File: config.mk
export PLATFORM = sky130hd
export DESIGN_NAME = decode_stage
export DESIGN_NICKNAME = d
export VERILOG_FILES = /design/src/rtl/decode_pkg.sv /design/src/rtl/decode_stage_regfile.sv /design/src/rtl/decode_stage.sv
export SDC_FILE = /design/constraint.sdc
export NUM_CORES = 2
export LEC_CHECK = 0
export CAP_MARGIN = 0
export CORE_AREA = 2 2 452 454
export DETAILED_ROUTE_END_ITERATION = 10
export DIE_AREA = 0 0 454 456
export GPL_TIMING_DRIVEN = 0
export PLACE_DENSITY = 0.56
export RECOVER_POWER = 25
export SETUP_SLACK_MARGIN = 0.4
export SYNTH_ARGS = -nofsm -noshare
export SYNTH_HDL_FRONTEND = slang
export SYNTH_SLANG_ARGS = --single-unit
File: constraint.sdc
create_clock -name CLK -period 7.2 [get_ports CLK]
set_input_delay 0.72 -clock CLK [delete_from_list [all_inputs] [get_ports CLK]]
set_output_delay 0.72 -clock CLK [all_outputs]
set_load 0.005 [all_outputs]
File: src/rtl/decode_pkg.sv
// Shared decode-stage definitions: opcode values, instruction field positions and the decode bundle.
// Included by decode_stage and regfile_2r1w.
package decode_pkg;

    localparam int BUS_W    = 32;
    localparam int RADDR_W  = 5;
    localparam int OPCODE_W = 6;

    localparam logic [OPCODE_W-1:0] OPC_NOP  = 6'd0;
    localparam logic [OPCODE_W-1:0] OPC_ADD  = 6'd1;
    localparam logic [OPCODE_W-1:0] OPC_ADDI = 6'd2;
    localparam logic [OPCODE_W-1:0] OPC_LW   = 6'd3;
    localparam logic [OPCODE_W-1:0] OPC_SW   = 6'd4;
    localparam logic [OPCODE_W-1:0] OPC_BEQ  = 6'd5;
    localparam logic [OPCODE_W-1:0] OPC_MAC  = 6'd6;

    localparam int OPC_MSB = 31;
    localparam int OPC_LSB = 26;
    localparam int RD_MSB  = 25;
    localparam int RD_LSB  = 21;
    localparam int RS_MSB  = 20;
    localparam int RS_LSB  = 16;
    localparam int RT_MSB  = 15;
    localparam int RT_LSB  = 11;
    localparam int IMM_MSB = 15;
    localparam int IMM_LSB = 0;

    typedef struct packed {
        logic [OPCODE_W-1:0] opc;
        logic [RADDR_W-1:0]  rd;
        logic [BUS_W-1:0]    rs_val;
        logic [BUS_W-1:0]    rt_val;
        logic [BUS_W-1:0]    imm;
        logic [BUS_W-1:0]    pc;
        logic                illegal;
    } decode_bundle_t;

    // Opcodes whose rt field names a real source register (ADDI/LW reuse those bits as immediate).
    function automatic logic uses_rt(input logic [OPCODE_W-1:0] opc);
        return (opc == OPC_ADD) || (opc == OPC_SW) || (opc == OPC_BEQ) || (opc == OPC_MAC);
    endfunction

endpackage

File: src/rtl/decode_stage_regfile.sv
// Register file with two asynchronous read ports and one synchronous write port; r0 reads as zero.
// Macro DECODE_BYPASS_EN forwards a same-cycle write to the read ports.
module regfile_2r1w
    import decode_pkg::*;
#(
    parameter int DATA_W = 32,
    parameter int ADDR_W = 5
) (
    input  logic              clk_i,
    input  logic              rst_ni,
    input  logic              we_i,
    input  logic [ADDR_W-1:0] waddr_i,
    input  logic [DATA_W-1:0] wdata_i,
    input  logic [ADDR_W-1:0] raddr_a_i,
    input  logic [ADDR_W-1:0] raddr_b_i,
    output logic [DATA_W-1:0] rdata_a_o,
    output logic [DATA_W-1:0] rdata_b_o
);

    logic [DATA_W-1:0] mem_q [2**ADDR_W];

    always_ff @(posedge clk_i or negedge rst_ni) begin
        if (!rst_ni) begin
            for (int i = 0; i < 2**ADDR_W; i++) mem_q[i] <= '0;
        end else if (we_i && (waddr_i != '0)) begin
            mem_q[waddr_i] <= wdata_i;
        end
    end

    function automatic logic [DATA_W-1:0] read_port(input logic [ADDR_W-1:0] addr);
        if (addr == '0) return '0;
`ifdef DECODE_BYPASS_EN
        if (we_i && (waddr_i == addr)) return wdata_i;
`endif
        return mem_q[addr];
    endfunction

    assign rdata_a_o = read_port(raddr_a_i);
    assign rdata_b_o = read_port(raddr_b_i);

endmodule

File: src/rtl/decode_stage.sv
// Instruction-decode stage: field decode, register read, load-use hazard stall and registered output bundle.
// Same-cycle write-to-read forwarding is enabled by defining DECODE_BYPASS_EN.
module decode_stage
    import decode_pkg::*;
#(
    parameter int BUS_WIDTH  = 32,
    parameter int REG_ADDR_W = 5,
    parameter int OPC_W      = 6
) (
    input  logic                  CLK,
    input  logic                  RST_N,
    input  logic                  in_valid,
    output logic                  in_ready,
    input  logic [BUS_WIDTH-1:0]  in_instr,
    input  logic [BUS_WIDTH-1:0]  in_pc,
    input  logic                  flush,
    input  logic                  wb_en,
    input  logic [REG_ADDR_W-1:0] wb_addr,
    input  logic [BUS_WIDTH-1:0]  wb_data,
    output logic                  out_valid,
    input  logic                  out_ready,
    output logic [OPC_W-1:0]      out_opc,
    output logic [REG_ADDR_W-1:0] out_rd,
    output logic [BUS_WIDTH-1:0]  out_rs_val,
    output logic [BUS_WIDTH-1:0]  out_rt_val,
    output logic [BUS_WIDTH-1:0]  out_imm,
    output logic [BUS_WIDTH-1:0]  out_pc,
    output logic                  out_illegal,
    output logic [BUS_WIDTH-1:0]  stall_cnt
);

    logic [OPC_W-1:0]      opc_w;
    logic [REG_ADDR_W-1:0] rd_w, rs_w, rt_w;
    logic [BUS_WIDTH-1:0]  rs_val_w, rt_val_w;
    logic                  hazard, load_en, accept;
    decode_bundle_t        dec_w, bundle_q, bundle_d;
    logic                  out_valid_q, out_valid_d;
    logic [BUS_WIDTH-1:0]  stall_cnt_q, stall_cnt_d;

    assign opc_w = in_instr[OPC_MSB:OPC_LSB];
    assign rd_w  = in_instr[RD_MSB:RD_LSB];
    assign rs_w  = in_instr[RS_MSB:RS_LSB];
    assign rt_w  = in_instr[RT_MSB:RT_LSB];

    regfile_2r1w #(
        .DATA_W (BUS_WIDTH),
        .ADDR_W (REG_ADDR_W)
    ) u_regfile (
        .clk_i     (CLK),
        .rst_ni    (RST_N),
        .we_i      (wb_en),
        .waddr_i   (wb_addr),
        .wdata_i   (wb_data),
        .raddr_a_i (rs_w),
        .raddr_b_i (rt_w),
        .rdata_a_o (rs_val_w),
        .rdata_b_o (rt_val_w)
    );

    always_comb begin
        dec_w         = '0;
        dec_w.opc     = opc_w;
        dec_w.rd      = rd_w;
        dec_w.rs_val  = rs_val_w;
        dec_w.rt_val  = rt_val_w;
        dec_w.imm     = {{(BUS_WIDTH-16){in_instr[IMM_MSB]}}, in_instr[IMM_MSB:IMM_LSB]};
        dec_w.pc      = in_pc;
        dec_w.illegal = (opc_w > OPC_MAC);
    end

    // A held LW whose destination feeds the incoming instruction must leave before that instruction reads.
    assign hazard = out_valid_q && (bundle_q.opc == OPC_LW) && (bundle_q.rd != '0) &&
                    ((bundle_q.rd == rs_w) || (uses_rt(opc_w) && (bundle_q.rd == rt_w)));

    assign load_en  = !out_valid_q || out_ready;
    assign in_ready = !hazard && load_en && !flush;
    assign accept   = in_valid && in_ready;

    always_comb begin
        out_valid_d = out_valid_q;
        bundle_d    = bundle_q;
        stall_cnt_d = stall_cnt_q + {{(BUS_WIDTH-1){1'b0}}, (in_valid && hazard)};
        if (flush) begin
            out_valid_d = 1'b0;
        end else if (load_en) begin
            // The all-zero word is a bubble: consumed but never presented downstream.
            out_valid_d = accept && (in_instr != '0);
            if (accept && (in_instr != '0)) bundle_d = dec_w;
        end
    end

    always_ff @(posedge CLK or negedge RST_N) begin
        if (!RST_N) begin
            out_valid_q <= 1'b0;
            bundle_q    <= '0;
            stall_cnt_q <= '0;
        end else begin
            out_valid_q <= out_valid_d;
            bundle_q    <= bundle_d;
            stall_cnt_q <= stall_cnt_d;
        end
    end

    assign out_valid   = out_valid_q;
    assign out_opc     = bundle_q.opc;
    assign out_rd      = bundle_q.rd;
    assign out_rs_val  = bundle_q.rs_val;
    assign out_rt_val  = bundle_q.rt_val;
    assign out_imm     = bundle_q.imm;
    assign out_pc      = bundle_q.pc;
    assign out_illegal = bundle_q.illegal;
    assign stall_cnt   = stall_cnt_q;

endmodule

Yosys cells after proc, flatten, opt, wreduce, memory -nomap -nowiden --
Index checks and enable logic that the tools add are counted.
Cells by class: bitwise gates (word level) 4, order comparisons 5, muxes and demuxes 17, add/subtract/negate cells 1, reduce and logical (&&, ||, !) cells 26, equal/unequal tests 7
Operators with widths (number):
- 1024-bit bitwise mux | 1
- 32-bit binary-select mux with 5-bit select | 2
- 32-bit two-way mux | 9
- 32-bit demux with 5-bit select | 1
- 32-bit by 1-bit adder with 32-bit output | 1
- 32-bit nonzero test | 1
- 6-bit by 3-bit equality test with 1-bit output, second input constant | 3
- 6-bit >= comparator, second input constant | 3
- 5-bit NOT with 6-bit output | 3
- 1-bit logical AND | 11
- 5-bit equality test | 2
- 5-bit zero test | 2
- 5-bit nonzero test | 2
- 6-bit by 1-bit equality test with 1-bit output, second input constant | 1
- 6-bit by 2-bit equality test with 1-bit output, second input constant | 1
- 6-bit by 3-bit greater-than comparator with 1-bit output, second input constant | 1
- 6-bit by 1-bit < comparator with 1-bit output, second input constant | 1
- 1-bit logical OR | 5
- 1-bit two-way mux | 4
- 1-bit zero test | 3
- 3-bit AND reduction | 1
- 2-bit nonzero test | 1
- 1-bit NOT | 1
Storage, ports and cells: input port bits 107, register bits after elaboration 1181, output and inout port bits 174

Logic depth before layout (Yosys ltp) --
depth after elaboration 14, depth in mapped cells 13, depth with buffers taken out 12

Modules after synthesis --
A second synthesis with hierarchy kept.
Second synthesis, totals: cells, all modules 4056, area total of the unflattened synthesis 60749.5 sq um
By module, submodules not included:
- regfile_2r1w | times used 1, cells an instance 3621, area an instance 54368.4 sq um, seq. area each 25624.6 sq um
- decode_stage | times used 1, cells an instance 435, area an instance 6381.1 sq um, seq. area each 3928.8 sq um

Worst setup path before layout --
Ideal clock, no wire load.
kind in2reg, from in in_instr[14], to reg stall_cnt_q[27], in the netlist stall_cnt[27], path buffers 1, path slack 4.090 ns, setup time 0.123 ns, stages on the path 12, arrival time 2.987 ns, cell sequence clkbuf_1 -> xor2_1 -> nor4_1 -> nand4_1 -> a21oi_1 -> and2_1 -> ha_1 -> and4_1 -> and4_1 -> nor2b_1 -> nand3_1 -> xnor2_1
On the way: longest elaborated chain between the ends 6
RTL lines:
- start: declaration | line decode_stage.sv:14 | input logic [BUS_WIDTH-1:0] in_instr,
- 5-bit equality test | line decode_stage.sv:73 | ((bundle_q.rd == rs_w) || (uses_rt(opc_w) && (bundle_q.rd == rt_w)));
- 1-bit logical AND | line decode_stage.sv:73
- 1-bit logical OR | line decode_stage.sv:73
- 1-bit logical AND | line decode_stage.sv:72 | assign hazard = out_valid_q && (bundle_q.opc == OPC_LW) && (bundle_q.rd != '0) &&
- 1-bit logical AND | line decode_stage.sv:82 | stall_cnt_d = stall_cnt_q + {{(BUS_WIDTH-1){1'b0}}, (in_valid && hazard)};
- 32-bit by 1-bit adder with 32-bit output | line decode_stage.sv:82
- named net stall_cnt_d[27] | line decode_stage.sv:38 | logic [BUS_WIDTH-1:0] stall_cnt_q, stall_cnt_d;
- end signal: assignment | line decode_stage.sv:100 | stall_cnt_q <= stall_cnt_d;
- end: declaration | line decode_stage.sv:38
The timed path passes the listed nets, and every way through them passes these cells. A chain may end at the register's enable or synchronous reset.

==> flow_summary.json <==
{
  "outcome": "complete, but fails checks",
  "violations": "max-capacitance violations, max-slew violations",
  "die_h_um": 456,
  "cts_tree": "yes",
  "final_util": 0.353,
  "maxCapViolCount": 16,
  "power_mw": 19.9,
  "hpwl_um": 179000,
  "wl_per_cell_um": 34.4,
  "fin_area_mm2": 0.0712,
  "slew_headroom": -1.55,
  "start_util": 0.299,
  "crit_buf_inv": 3,
  "slowest_stage": "clkbuf_2",
  "gp_congestion": 0.931,
  "ys_seq_elements": 1181,
  "drtAntennaViolNets": 0,
  "drtPass1Iterations": 7,
  "syn-num-nets": 4518,
  "start_kind": "input pin",
  "power_switching_mw": 5.79,
  "rsz0062_at_grt": "no",
  "numPortBuffers": 271,
  "postCtsSetupRepairBufs": 0,
  "tightest_slew_ns": 3.83,
  "syn_avg_cell_area_um2": 13.7,
  "rows": 165,
  "holdWs_ns": 0.456,
  "clockPowerShare": 0.355,
  "areaGrowthSynthToFinish_pct": 18.1,
  "ys_warn_count": 0,
  "synth_edf_count": 0,
  "die_area_mm2": 0.207,
  "wl_met3_um": 26500,
  "hold_viol": 0,
  "fin_crit_ns": 4.67,
  "finalMaxSlewViolations": 628,
  "internal_power_mw": 14.1,
  "critPathKind": "in2async",
  "netlist_area_mm2": 0.0603,
  "power_density_mw_per_mm2": 279,
  "irDropWorstVdd_mv": 0.267,
  "cts_buffers": 137,
  "grt_pass1_wl_um": 358000,
  "final_common_cell": "dfrtp_1",
  "final_cell_mix": "dfrtp_1 (1181), mux2_2 (1052), mux2i_1 (512)",
  "ios": 281,
  "clock_path_buffers": 3,
  "syn-instance-count": 4409,
  "clk_latency_ns": 0.82,
  "num_vias": 44000,
  "fin_nets": 4947,
  "postPlaceCellArea_mm2": 0.0668,
  "arrival_ns": 4.67,
  "drt-total-wl_um": 262000,
  "cts.sinks": 1181,
  "routed-wl-met2_um": 116000,
  "min_period_over_period": 0.648,
  "via_per_inst": 5.77,
  "clkTransAtPathRegs_ns": 0.06,
  "yosysUniqueCellTypes": 37,
  "drive_gt1_frac": 0.335,
  "setup_viol": 0,
  "async_flop_share": 1.00,
  "antenna_found_initial": 24,
  "drt-initial-drc-count": 5134,
  "hp-class": "in2async",
  "combPwrFrac": 0.204,
  "seqPwrFrac": 0.441,
  "swShare": 0.291,
  "htreeDepth": 4,
  "critPathCaptureType": "asynchronous set/reset pin",
  "overflow": 0,
  "fmax_mhz": 214,
  "die_w_um": 454,
  "core_mm2": 0.202,
  "synth_ff_type": "dfrtp_1",
  "skew_ns": 0.0442,
  "grt_max_degree": 165,
  "cp_max_fo": 137,
  "postCtsHoldBufs": 1,
  "ys_seq_area_frac": 0.490,
  "root_buffer": "clkbuf_16",
  "wl_met1_um": 105000,
  "grtUsageTotal": 0.248,
  "cp_top_family": "buffers and inverters",
  "post_cts_resized": 0,
  "worstPathRequired_ns": 7.20,
  "route.detailed.drc": 0,
  "tns_ns": 0,
  "path_cells": "dlygate4sd3_1, buf_16, clkbuf_2",
  "grt_pass1_vias": 43900,
  "cellLeakagePower_nw": 30.7,
  "top_layer": "met5",
  "cpPeakStageDelay_ns": 2.64
}
-- power by group through the flow --
stage | sequential (mW) | combinational [mW] | clock, mW
5_1_grt | 8.91 | 4.29 | 7.42
3_5_place_dp | 8.84 | 4.03 | 0
4_1_cts | 8.72 | 4.05 | 7.13
3_3_place_gp | 8.83 | 3.94 | 0
6_report | 8.77 | 4.06 | 7.05
2_1_floorplan | 8.58 | 2.59 | 0
-- per-layer routing --
| metal | vias up | GRT usage |
|---|---|---|
| li1 | 17500 | - |
| met1 | 23400 | 0.321 |
| met2 | 2502 | 0.372 |
| met3 | 607 | 0.0766 |
| met4 | 2 | 0.128 |
| met5 | - | 0 |
-- Yosys cell counts (all sizes together), types with 6 or more instances --
library cell,number,area share
nand3,148,0.012
nor2,35,0.0022
nor4,6,0.00062
a22oi,288,0.036
a22o,64,0.0093
mux2i,512,0.085
nand3b,7,0.00087
and3,9,0.00093
xor2,15,0.0022
nand2,32,0.0020
nor2b,105,0.011
mux4,256,0.096
mux2,1052,0.20
nor3,7,0.00058
xnor2,25,0.0036
nand4,69,0.0072
nor3b,6,0.00075
a21oi,99,0.0082
buf,150,0.013
dfrtp,1181,0.49
clkbuf,322,0.020
-- layout make-up --
class                           instances  area, um^2
Fill cell                           19700      130000
Sequential cell                      1181       29600
Multi-Input combinational cell       2754       28800
Clock buffer                          199        4030
Tap cell                             2672        3340
Timing Repair Buffer                  290        3030
Buffer                                472        2030
Clock inverter                         37         403
Antenna cell                           14        35.0
Inverter                                2        7.51
-- final timing paths --
kind | startpoint | endpoint | slack [ns] | depth (start not counted)
setup / recovery | RST_N | u_regfile.mem_q[27] | 2.53 | 3
hold / removal | RST_N | out_imm[7] | 0.46 | 2
setup reg to reg | out_rd[3] | stall_cnt[30] | 3.56 | 12
hold reg to reg | stall_cnt[31] | stall_cnt[31] | 0.47 | 1
max in group CLK | in_instr[14] | in_ready | 2.70 | 7
min in group CLK | stall_cnt[31] | stall_cnt[31] | 0.47 | 1
-- per-stage QoR --
stage | std cells | setup WS, ns
2_1_floorplan | 4409 | 4.09
3_3_place_gp | 7352 | -50.19
3_5_place_dp | 7368 | 2.24
4_1_cts | 7605 | 2.84
5_1_grt | 7614 | 2.00
6_report | 7621 | 2.53
-- logic make-up after synthesis --
group | Yosys count | synth area share
multiplexers | 1820 | 0.377
flip-flops | 1181 | 0.490
buffers and inverters | 474 | 0.0329
AO/OA/AOI/OAI | 453 | 0.0536
AND/OR/NAND/NOR | 439 | 0.0401
XOR/XNOR | 40 | 0.00581
adder cells (fa/ha/maj) | 2 | 0.000415
-- worst register-to-register path, stage by stage, from the launching register on --
cell and delay, ns:
dfrtp_1 0.44, xor2_1 0.18, nor4_1 0.39, nand4_1 0.13, a21oi_1 0.74, and2_1 0.23, ha_1 0.22, ha_1 0.25
and3_1 0.23, nand4_1 0.22, nor2_1 0.27, nand2_1 0.10, xnor2_1 0.13
-- sequential cells by signal, indices dropped and copies added, names as in the netlist --
name	cells
u_regfile.mem_q	1024
out_pc	32
out_rs_val	32
out_rt_val	32
stall_cnt	32
out_imm	16
out_opc	6
out_rd	5
out_illegal	1
out_valid	1
Note: power is estimated with default switching activity, not from simulation.
